### config.mk
export PLATFORM = sky130hd
export DESIGN_NAME = cp0_ctrl
export DESIGN_NICKNAME = d
export VERILOG_FILES = /design/src/rtl/cp0_ctrl.sv
export SDC_FILE = /design/constraint.sdc
export NUM_CORES = 1
export LEC_CHECK = 0
export CAP_MARGIN = 25
export CELL_PAD_IN_SITES_DETAIL_PLACEMENT = 1
export CELL_PAD_IN_SITES_GLOBAL_PLACEMENT = 2
export CORE_MARGIN = 2
export CORE_UTILIZATION = 25
export DETAILED_ROUTE_END_ITERATION = 10
export PLACE_DENSITY_LB_ADDON = 0.1
export SETUP_SLACK_MARGIN = 0.2
export SYNTH_ARGS = -nofsm -noshare
export SYNTH_HDL_FRONTEND = slang
export SYNTH_SLANG_ARGS = --single-unit
### constraint.sdc
create_clock -name clk -period 5.8 [get_ports clk]
set_clock_uncertainty 0.15 [all_clocks]
set_input_delay 1.16 -clock clk [delete_from_list [all_inputs] [get_ports clk]]
set_output_delay 1.16 -clock clk [all_outputs]
set_load 0.01 [all_outputs]
### src/rtl/cp0_ctrl.sv
// cp0_ctrl: coprocessor-0 for the pipelined MIPS core.
// Holds SR, Cause, EPC and PRId. Samples the hardware interrupt lines,
// arbitrates them against the synchronous exception from M, and serves
// mfc0 / mtc0 / eret commands from the control decoder.
module cp0_ctrl #(
  parameter int          NUM_IRQ = 6,
  parameter logic [31:0] PRID    = 32'h4D49_5053
) (
  input  logic               clk,
  input  logic               reset,
  input  logic [NUM_IRQ-1:0] hw_int,
  input  logic [31:0]        pc,
  input  logic               bd,
  input  logic               exc_req,
  input  logic [4:0]         exc_code,
  input  logic [1:0]         wt_pr,
  input  logic [4:0]         cp0_addr,
  input  logic [31:0]        wdata,
  output logic [31:0]        rdata,
  output logic               int_req,
  output logic [31:0]        epc,
  output logic               exl
);

  // Coprocessor command encoding driven by the decoder.
  localparam logic [1:0] CMD_NONE = 2'b00;
  localparam logic [1:0] CMD_MTC0 = 2'b01;
  localparam logic [1:0] CMD_MFC0 = 2'b10;
  localparam logic [1:0] CMD_ERET = 2'b11;

  // CP0 register numbers.
  localparam logic [4:0] ADDR_SR    = 5'd12;
  localparam logic [4:0] ADDR_CAUSE = 5'd13;
  localparam logic [4:0] ADDR_EPC   = 5'd14;
  localparam logic [4:0] ADDR_PRID  = 5'd15;

  // Bit positions inside SR / Cause.
  localparam int IM_LSB  = 10;
  localparam int EXL_BIT = 1;
  localparam int IE_BIT  = 0;
  localparam int BD_BIT  = 31;
  localparam int EXC_LSB = 2;

  // Architectural state. Only implemented fields are stored; every other
  // bit of SR and Cause is hard-wired to zero on read. EPC keeps only its
  // word address because bits [1:0] are always zero.
  logic [NUM_IRQ-1:0] sr_im_q,     sr_im_d;
  logic               sr_exl_q,    sr_exl_d;
  logic               sr_ie_q,     sr_ie_d;
  logic               cause_bd_q,  cause_bd_d;
  logic [NUM_IRQ-1:0] cause_ip_q,  cause_ip_d;
  logic [4:0]         cause_exc_q, cause_exc_d;
  logic [29:0]        epc_q,       epc_d;

  // Pending terms and the take decision.
  logic irq_pend;
  logic exc_pend;
  logic take;
  logic is_mtc0;
  logic is_eret;
  logic [29:0] take_epc;
  logic [31:0] sr_val;
  logic [31:0] cause_val;

  // Interrupts and exceptions are both masked while EXL is set, so a take
  // raises int_req for exactly one cycle. The reset cycle never takes.
  always_comb begin
    irq_pend = sr_ie_q & ~sr_exl_q & (|(cause_ip_q & sr_im_q));
    exc_pend = exc_req & ~sr_exl_q;
    take     = (irq_pend | exc_pend) & ~reset;
  end

  assign int_req = take;

  // A take suppresses the coprocessor command in M; it re-executes later.
  assign is_mtc0 = (wt_pr == CMD_MTC0) & ~take;
  assign is_eret = (wt_pr == CMD_ERET) & ~take;

  // Restart address: the branch itself when the faulting instruction sits
  // in a delay slot. Subtracting one word wraps naturally modulo 2^32.
  assign take_epc = pc[31:2] - {29'd0, bd};

  // Next-state logic for all CP0 fields.
  always_comb begin
    // NOTE: every variable gets a default first so always_comb infers no latch.
    sr_im_d     = sr_im_q;
    sr_exl_d    = sr_exl_q;
    sr_ie_d     = sr_ie_q;
    cause_bd_d  = cause_bd_q;
    cause_exc_d = cause_exc_q;
    epc_d       = epc_q;
    // IP follows the interrupt lines every cycle; it is not sticky.
    cause_ip_d  = hw_int;

    if (take) begin
      sr_exl_d    = 1'b1;
      cause_bd_d  = bd;
      epc_d       = take_epc;
      // Hardware interrupts win over a simultaneous synchronous exception.
      cause_exc_d = irq_pend ? 5'd0 : exc_code;
    end else if (is_mtc0) begin
      case (cp0_addr)
        ADDR_SR: begin
          sr_im_d  = wdata[IM_LSB +: NUM_IRQ];
          sr_exl_d = wdata[EXL_BIT];
          sr_ie_d  = wdata[IE_BIT];
        end
        ADDR_EPC: epc_d = wdata[31:2];
        // Cause, PRId and unmapped registers are read-only here.
        default: ;
      endcase
    end else if (is_eret) begin
      sr_exl_d = 1'b0;
    end
  end

  // State register with synchronous reset; the reset cycle writes nothing.
  always_ff @(posedge clk) begin
    // NOTE: sequential state uses non-blocking assignments only.
    if (reset) begin
      sr_im_q     <= '0;
      sr_exl_q    <= 1'b0;
      sr_ie_q     <= 1'b0;
      cause_bd_q  <= 1'b0;
      cause_ip_q  <= '0;
      cause_exc_q <= 5'd0;
      epc_q       <= 30'd0;
    end else begin
      sr_im_q     <= sr_im_d;
      sr_exl_q    <= sr_exl_d;
      sr_ie_q     <= sr_ie_d;
      cause_bd_q  <= cause_bd_d;
      cause_ip_q  <= cause_ip_d;
      cause_exc_q <= cause_exc_d;
      epc_q       <= epc_d;
    end
  end

  // Assemble the architectural views of SR and Cause.
  always_comb begin
    sr_val                     = 32'd0;
    sr_val[IM_LSB +: NUM_IRQ]  = sr_im_q;
    sr_val[EXL_BIT]            = sr_exl_q;
    sr_val[IE_BIT]             = sr_ie_q;

    cause_val                     = 32'd0;
    cause_val[BD_BIT]             = cause_bd_q;
    cause_val[IM_LSB +: NUM_IRQ]  = cause_ip_q;
    cause_val[EXC_LSB +: 5]       = cause_exc_q;
  end

  // mfc0 read port: zero unless an mfc0 targets a mapped register.
  always_comb begin
    rdata = 32'd0;
    if (wt_pr == CMD_MFC0) begin
      case (cp0_addr)
        ADDR_SR:    rdata = sr_val;
        ADDR_CAUSE: rdata = cause_val;
        ADDR_EPC:   rdata = {epc_q, 2'b00};
        ADDR_PRID:  rdata = PRID;
        default:    rdata = 32'd0;
      endcase
    end
  end

  assign epc = {epc_q, 2'b00};
  assign exl = sr_exl_q;

  // Bits of the inputs that have no home in the implemented fields.
  logic unused_bits;
  assign unused_bits = ^{wdata, pc[1:0], CMD_NONE};

endmodule

==> metrics.txt, run 1 <==
status=finished, final reports clean; Power Internal=0.000654 W; Final setup viols=0; Mapped Area=3320 µm²; Die X=119 µm; yosys warns=0; all-layer global routing usage=19.5%; required time of the worst setup path=4.49 ns; Worst-Margin Slew=0.809 ns; worst-path fanout max=30; TritonRoute pass-1 iters=4; kind of critical path=primary input to primary output; Fill cells=1550; R2R setup slack=3.31 ns; hold path endpoint=cause_bd_q$_SDFFE_PP0P_; share of layout cells above drive strength 1=5.82%; core area=13100 µm²; CTS tree=done; Cell Chain, Critical Path=clkdlybuf4s50_1 > and3b_1 > buf_4 > nand3_1 > a21oi_1 > clkdlybuf4s50_1; Power Density=179 nW/µm²; DR iter-0 viols=191; distinct cell type count after synthesis=54; CP peak stage delay=0.57 ns; peak supply drop=94.2 µV; Yosys reg bits=50; Via density=5.16; headroom to the max-slew limit=45.8%; asr flop ratio synth=0%; initial cell density of the core=25.4%; top-count cell post-synth=dfxtp_1; Worst Hold Class=flip-flop to flip-flop; fin. max-slew vios=0; final RePlAce weighted congestion=0.766; Port Buffers=147; initial antenna violation count=0; Hold WS=0.310 ns; nets=620; Hold Startpoint=cause_bd_q$_SDFFE_PP0P_; cell mode on critical path=clkdlybuf4s50_1; Clock power frac=33.7%; Num CTS Buffers=5; H-Tree Depth=2; Worst Setup Start Kind=primary input; crit path capture type=primary output; Ant. Diodes=0; Final period util=84.4%; Sw Share=27.7%; FMAX=204 MHz; Die ar.=14200 µm²; register share of total power=42.3%; slack of the critical path=0.903 ns; total gr overflow=0; pre-CTS WS=0.842 ns; Yosys top cell by area=dfxtp_1; CP arrival=3.59 ns; worst-case reg-to-reg path depth=5; Leakage=1.79 nW; worst hold path cell count=2; Row Count=42; Core Util, Final=38.6%; vias in the first global route=3798; routed len/inst=19.6 µm; Post-CTS Hold Buffers=0; post-synth top area share=30.1%; Setup Fix Bufs, Post-CTS=0; Mapped Avg Cell Area=8.27 µm²; Max Root-Sink Buffers=2; Critical Path Slowest Stage Cell=clkdlybuf4s50_1; delay-heaviest family, CP=buffers and inverters; final total power=0.000905 W; via count=3658; Post-synth EDFFs=0; R2R Path End=sr_ie_q$_SDFFE_PP0P_; CTS clk-pin slew, worst paths=0.07 ns; DRC Markers=0; Layout area overhead=52.0%; Final Hold Viols=0; Die Y=119 µm; Syn Inst Count=402; Primary FF master, synth=dfxtp_1; worst flop-to-flop path startpoint=cause_ip_q[4]$_SDFF_PP0_; RSZ-0062 raised after global routing=false; Routed WL=13.9 mm; post-CTS resize count=0; largest net degree at the start of global routing=54; Comb pwr share=24.0%; post-route minimum period=4.90 ns; HPWL Detailed=10.5 mm; worst skew pair latency=0.29 ns; max-cap viol count=0; top post-synthesis cells by count=50 x dfxtp_1, 43 x nor2_1, 34 x a211oi_1, 32 x and3_1, 22 x clkbuf_1; TNS Setup=0 ns; Buf/Inv on CP=3; CTS Sinks=50; num ports=152; first-pass GRT wire length=21.7 mm; sequential share of the synthesized area=30.1%; number of antenna-violating nets in the routed design=0; clock root cell=clkbuf_16; Psw=0.000251 W; ranking of synthesized cells by area=dfxtp_1 30%, a211oi_1 7.7%, and3_1 6.0%
routing by layer:
| metal | share of wire (%) | global-route usage (%) |
|---|---|---|
| met4 | 1.4 | 4.63 |
| met1 | 47 | 27.1 |
| met5 | 0 | 0 |
| met3 | 4.3 | 2.78 |
| met2 | 47 | 31.8 |
layout make-up:
type	count	area, µm²	share of cell area, %
Multi-Input combinational cell	314	2130	42.2
Timing Repair Buffer	156	1530	30.4
Sequential cell	50	1000	19.8
Tap cell	176	220	4.36
Clock buffer	7	143	2.82
Inverter	5	18.8	0.372
Clock inverter	1	5.00	0.0991
cell families after synthesis:
logic type,Yosys count,synth area share [%]
and+or+nand+nor,175,29.9
AOI/OAI and AO/OA,100,22.6
DFF,50,30.1
buffers and inverters,39,6.44
muxes,22,6.70
xor gates and xnor gates,13,3.43
adders and majority gates,2,0.753
other,1,0.113
power by group through the flow:
stage | sequential [W] | clock (W) | combinational [W]
after detailed placement | 0.000390 | 0 | 0.000218
after global routing | 0.000386 | 0.000325 | 0.000236
after CTS | 0.000383 | 0.000315 | 0.000219
after global placement | 0.000390 | 0 | 0.000216
after floorplan | 0.000392 | 0 | 0.0000855
final | 0.000382 | 0.000305 | 0.000217
tightest hold or removal path: stages, from the launching register on:
cell and delay [ns]:
dfxtp_1 0.31, nand2_1 0.05, a21oi_1 0.05
sequential cells by signal, summed over array words and instances (netlist names):
| register | flops |
|---|---|
| cause_bd_q | 1 |
| exl | 1 |
| cause_ip_q | 6 |
| sr_im_q | 6 |
| sr_ie_q | 1 |
| cause_exc_q | 5 |
| epc_q | 30 |
how the worst max path moves through the flow:
stage,from,endpoint,slack (ns),depth (start not counted)
floorplan,cp0_addr[4],rdata[10],2.24,5
global placement,cp0_addr[2],rdata[1],0.90,6
detailed placement,cp0_addr[2],rdata[0],0.84,6
CTS,cp0_addr[2],rdata[0],0.84,6
global route,cp0_addr[2],rdata[6],0.74,6
finish,cp0_addr[3],rdata[0],0.90,6
metrics by stage:
step / cells / area [µm²]
floorplan: 403 / 3330
global placement: 701 / 4900
detailed placement: 701 / 4900
CTS: 709 / 5050
global route: 709 / 5050
finish: 709 / 5050
layout by cell type, fill, tap and decap left out, types with 11 or more instances in the layout:
cell and instances:
nand2b_1 17, nand2_1 16, clkdlybuf4s50_1 146, a311oi_1 12, nor2_1 43, mux2i_1 20, xor2_1 11, dfxtp_1 50
a211oi_1 34, and3_1 32
Note: power is estimated with default switching activity, not from simulation.
==> run 2, diff against run 1 <==
--- a/config.mk
+++ b/config.mk
@@ -9,7 +9,7 @@
 export CELL_PAD_IN_SITES_DETAIL_PLACEMENT = 1
 export CELL_PAD_IN_SITES_GLOBAL_PLACEMENT = 2
 export CORE_MARGIN = 2
-export CORE_UTILIZATION = 25
+export CORE_UTILIZATION = 23
 export DETAILED_ROUTE_END_ITERATION = 10
 export PLACE_DENSITY_LB_ADDON = 0.1
 export SETUP_SLACK_MARGIN = 0.2
==> constraint.sdc (replaced) <==
create_clock -name clk -period 5.01 [get_ports clk]
set_clock_uncertainty 0.15 [all_clocks]
set_input_delay 1.002 -clock clk [delete_from_list [all_inputs] [get_ports clk]]
set_output_delay 1.002 -clock clk [all_outputs]
set_load 0.01 [all_outputs]
==> run 2 against run 1 <==
  * Final cell count up 1.3%
  * Hold slack about the same
  * Critical path depth up 1
  * Routed wire length up 4.6%
  * Sequential power up 16%
  * Utilization down 2.2 points
  * Via count up 0.68%
  * Total power up 17%
==> metrics.txt, run 2 (synthesis gave the netlist of run 1 again) <==
headroom to the max-slew limit=44.2%; initial antenna violation count=0; most frequent cells in the layout=146 x clkdlybuf4s50_1, 50 x dfxtp_1, 43 x nor2_1, 34 x a211oi_1, 32 x and3_1; Post-CTS Hold Buffers=0; crit path capture type=primary output; kind of critical path=primary input to primary output; RSZ-0062 raised after global routing=false; Ant. Diodes=0; CTS clk-pin slew, worst paths=0.07 ns; largest net degree at the start of global routing=54; Worst Hold Class=flip-flop to flip-flop; Final setup viols=0; R2R setup slack=2.82 ns; Die Y=124 µm; post-CTS resize count=0; Clock power frac=34.2%; leading cell type in the layout, fill and taps excluded=clkdlybuf4s50_1; core area=14000 µm²; Sw Share=28.5%; final RePlAce weighted congestion=0.814; biggest regs=epc_q (30), cause_ip_q (6), sr_im_q (6); Layout area overhead=53.3%; Power Density=209 nW/µm²; Die ar.=15400 µm²; Core Util, Final=36.4%; H-Tree Depth=2; Routed WL=14.5 mm; first-pass GRT wire length=23.1 mm; initial cell density of the core=23.8%; post-route minimum period=4.26 ns; max FFs per register=30; Reg area=1000 µm²; Worst-Margin Slew=0.834 ns; vias in the first global route=3941; worst skew pair latency=0.30 ns; Post-Layout Inst Area=5090 µm²; Comb pwr share=24.0%; Max Root-Sink Buffers=2; multi-input combinational cell area=2130 µm²; HPWL Detailed=11.0 mm; num ports=152; max-cap viol count=0; Final period util=85.1%; CTS tree=done; CP arrival=3.11 ns; worst-path fanout max=11; Die X=124 µm; Setup Fix Bufs, Post-CTS=0; share of layout cells above drive strength 1=6.69%; Worst Setup Start Kind=primary input; Final Hold Viols=0; TritonRoute pass-1 iters=4; Psw=0.000303 W; Via density=5.13; clock root cell=clkbuf_16; FMAX=235 MHz; Power Internal=0.000760 W; peak supply drop=123 µV; slack of the critical path=0.747 ns; status=finished, final reports clean; pre-CTS WS=0.757 ns; DRC Markers=0; DR iter-0 viols=172; Port Buffers=147; Fill cells=1678; routed len/inst=20.2 µm; fin. max-slew vios=0; dpl cell area=4950 µm²; all-layer global routing usage=18.8%; nets=625; required time of the worst setup path=3.86 ns; register share of total power=41.8%; Leakage=1.81 nW; Num CTS Buffers=5; total gr overflow=0; via count=3683; TNS Setup=0 ns; CTS Sinks=50; Top reg by flops=epc_q; Row Count=43; number of antenna-violating nets in the routed design=0
## run 2: worst paths after layout
kind,end,cells past startpoint,startpoint
worst max-delay path,rdata[10],7,cp0_addr[0]
worst max register to register,sr_ie_q$_SDFFE_PP0P_,4,sr_im_q[0]$_SDFFE_PP0P_
worst min-delay path,cause_bd_q$_SDFFE_PP0P_,2,cause_bd_q$_SDFFE_PP0P_
worst min register to register,cause_bd_q$_SDFFE_PP0P_,2,cause_bd_q$_SDFFE_PP0P_
## run 2: per-stage QoR
| step | total power, W | hold slack, ns | std cells |
|---|---|---|---|
| after floorplan | 0.000553 | 0.286 | 403 |
| after global placement | 0.000705 | 0.305 | 710 |
| after detailed placement | 0.000709 | 0.305 | 710 |
| after CTS | 0.00108 | 0.315 | 718 |
| after global routing | 0.00112 | 0.357 | 718 |
| final | 0.00106 | 0.310 | 718 |
## run 2: cell type report
type | count | area share [%]
clock inverters | 1 | 0.0983
clock buffers | 7 | 2.80
well taps | 180 | 4.42
flip-flops and latches | 50 | 19.7
repair buffers | 161 | 30.9
inverters | 5 | 0.368
multi-input cells | 314 | 41.8
## run 2: routing by layer
| metal | vias to the layer above | GRT usage [%] | routed length [µm] |
|---|---|---|---|
| met5 | - | 0 | 0 |
| met2 | 100 | 29.7 | 6550 |
| met1 | 1778 | 26.3 | 7050 |
| met3 | 12 | 3.61 | 680 |
| met4 | 0 | 4.76 | 238 |
| li1 | 1793 | - | - |
## run 2: power by group through the flow
| stage | sequential [W] | combinational [W] | clock, W |
|---|---|---|---|
| after detailed placement | 0.000453 | 0.000255 | 0 |
| after global placement | 0.000453 | 0.000253 | 0 |
| after CTS | 0.000444 | 0.000257 | 0.000379 |
| final | 0.000444 | 0.000255 | 0.000363 |
| after floorplan | 0.000454 | 0.0000990 | 0 |
| after global routing | 0.000448 | 0.000278 | 0.000397 |
## run 2: critical path: stages
cell             delay [ns]
clkdlybuf4s50_1        0.89
buf_4                  0.31
mux2i_1                0.20
nor2_1                 0.06
a21oi_1                0.11
nor2_1                 0.05
clkdlybuf4s50_1        0.48
==> run 3, diff against run 2 <==
--- a/config.mk
+++ b/config.mk
@@ -11,8 +11,8 @@
 export CORE_MARGIN = 2
 export CORE_UTILIZATION = 23
 export DETAILED_ROUTE_END_ITERATION = 10
+export GPL_ROUTABILITY_DRIVEN = 0
 export PLACE_DENSITY_LB_ADDON = 0.1
-export SETUP_SLACK_MARGIN = 0.2
 export SYNTH_ARGS = -nofsm -noshare
 export SYNTH_HDL_FRONTEND = slang
 export SYNTH_SLANG_ARGS = --single-unit
==> constraint.sdc (replaced) <==
create_clock -name clk -period 4.7 [get_ports clk]
set_clock_uncertainty 0.15 [all_clocks]
set_input_delay 0.94 -clock clk [delete_from_list [all_inputs] [get_ports clk]]
set_output_delay 0.94 -clock clk [all_outputs]
set_load 0.01 [all_outputs]
==> run 3 against run 2 <==
  * Hold slack improved by 0.0046 ns
  * Critical path type unchanged
  * Utilization increased by 0.42 points
  * Via count increased by 1.0%
  * Clock power increased by 36%
  * Sequential cell count unchanged
==> metrics.txt, run 3 (synthesis gave the netlist of run 1 again) <==
kind of critical path=primary input to primary output; most used routing layer=met2; leading cell type in the layout, fill and taps excluded=clkdlybuf4s50_1; dpl cell area=4950 µm²; Port Buffers=147; crit path capture type=primary output; initial cell density of the core=23.8%; worst-case reg-to-reg path depth=4; Die Y=124 µm; Power Density=241 nW/µm²; peak supply drop=127 µV; fin. max-slew vios=0; HPWL Detailed=11.0 mm; initial antenna violation count=0; Final period util=91.9%; number of antenna-violating nets in the routed design=0; Via density=5.17; worst-path fanout max=9; H-Tree Depth=2; R2R setup slack=2.49 ns; Final setup viols=0; Die ar.=15400 µm²; status=finished, final reports clean; Setup Fix Bufs, Post-CTS=0; Num CTS Buffers=5; DRC Markers=0; Worst Hold Class=flip-flop to flip-flop; CP arrival=3.23 ns; R2R Path End=sr_im_q[3]$_SDFFE_PP0P_; share of layout cells above drive strength 1=7.05%; clock root cell=clkbuf_16; hold path endpoint=cause_bd_q$_SDFFE_PP0P_; biggest regs=epc_q (30), cause_ip_q (6), sr_im_q (6); nets=626; max FFs per register=30; Hold WS=0.314 ns; CTS tree=done; Final Hold Viols=0; post-CTS resize count=0; core area=14000 µm²; DR iter-0 viols=144; Worst-Margin Slew=0.905 ns; Max Root-Sink Buffers=2; headroom to the max-slew limit=39.4%; max-cap viol count=0; worst hold path cell count=2; GRT met2 Usage=29.6%; met1 GRT Util=25.8%; Hold Startpoint=cause_bd_q$_SDFFE_PP0P_; vias in the first global route=3915; Post-CTS Hold Buffers=0; Fill cells=1670; Routed WL=14.5 mm; num ports=152; CTS Sinks=50; Ant. Diodes=0; post-route minimum period=4.32 ns; TNS Setup=0 ns; Top reg by flops=epc_q; GR Util met3=2.75%; FMAX=231 MHz; TritonRoute pass-1 iters=4; via count=3720; RSZ-0062 raised after global routing=false; Leakage=1.84 nW; Row Count=43; Die X=124 µm; CTS clk-pin slew, worst paths=0.07 ns; largest net degree at the start of global routing=54; Layout area overhead=55.0%; worst flop-to-flop path startpoint=sr_im_q[0]$_SDFFE_PP0P_; all-layer global routing usage=18.5%; Worst Setup Start Kind=primary input; worst skew pair latency=0.30 ns; Post-Layout Inst Area=5150 µm²; required time of the worst setup path=3.61 ns; first-pass GRT wire length=22.6 mm; most frequent cells in the layout=146 x clkdlybuf4s50_1, 50 x dfxtp_1, 43 x nor2_1, 34 x a211oi_1, 32 x and3_1; total gr overflow=0; routed len/inst=20.2 µm
run 3: how the worst max path moves through the flow:
| stage | start | to | slack, ns | cells past startpoint |
|---|---|---|---|---|
| final | cp0_addr[3] | rdata[22] | 0.38 | 6 |
| after global routing | cp0_addr[2] | rdata[30] | 0.26 | 6 |
| after CTS | cp0_addr[3] | rdata[22] | 0.34 | 6 |
| after detailed placement | cp0_addr[3] | rdata[22] | 0.36 | 6 |
| after global placement | cp0_addr[2] | rdata[22] | 0.37 | 6 |
| after floorplan | cp0_addr[4] | rdata[10] | 1.58 | 5 |
run 3: layer usage:
layer  wire length [µm]  share of wire, %
met3                617               4.2
met4                238               1.6
met5                  0                 0
met1               7090                49
met2               6580                45
run 3: final cells by class:
class                      count  area, µm²  area share, %
inverter                       5       18.8          0.364
tap                          180        225           4.37
sequential                    50       1000           19.4
clock inverter                 2       60.1           1.17
timing repair buffer         162       1580           30.6
clock buffer                   6        139           2.70
multi-input combinational    314       2130           41.3
run 3: through the flow:
stage	setup slack (ns)	std cells	util, %	power [W]
after floorplan	1.58	403	-	0.000589
after global placement	0.375	711	35.4	0.000752
after detailed placement	0.356	711	35.4	0.000755
after CTS	0.345	719	36.8	0.00126
after global routing	0.261	719	36.8	0.00129
final	0.379	719	36.8	0.00124
run 3: critical path: stages:
cell and delay, ns:
clkdlybuf4s50_1 0.48, and3b_1 0.20, and3_1 0.48, nand2_1 0.36
nor2_1 0.21, clkdlybuf4s50_1 0.55
run 3: where the power goes:
part           switching [W]  internal, W
registers          0.0000228     0.000450
logic               0.000124     0.000148
clock network       0.000175     0.000320
total               0.000322     0.000918
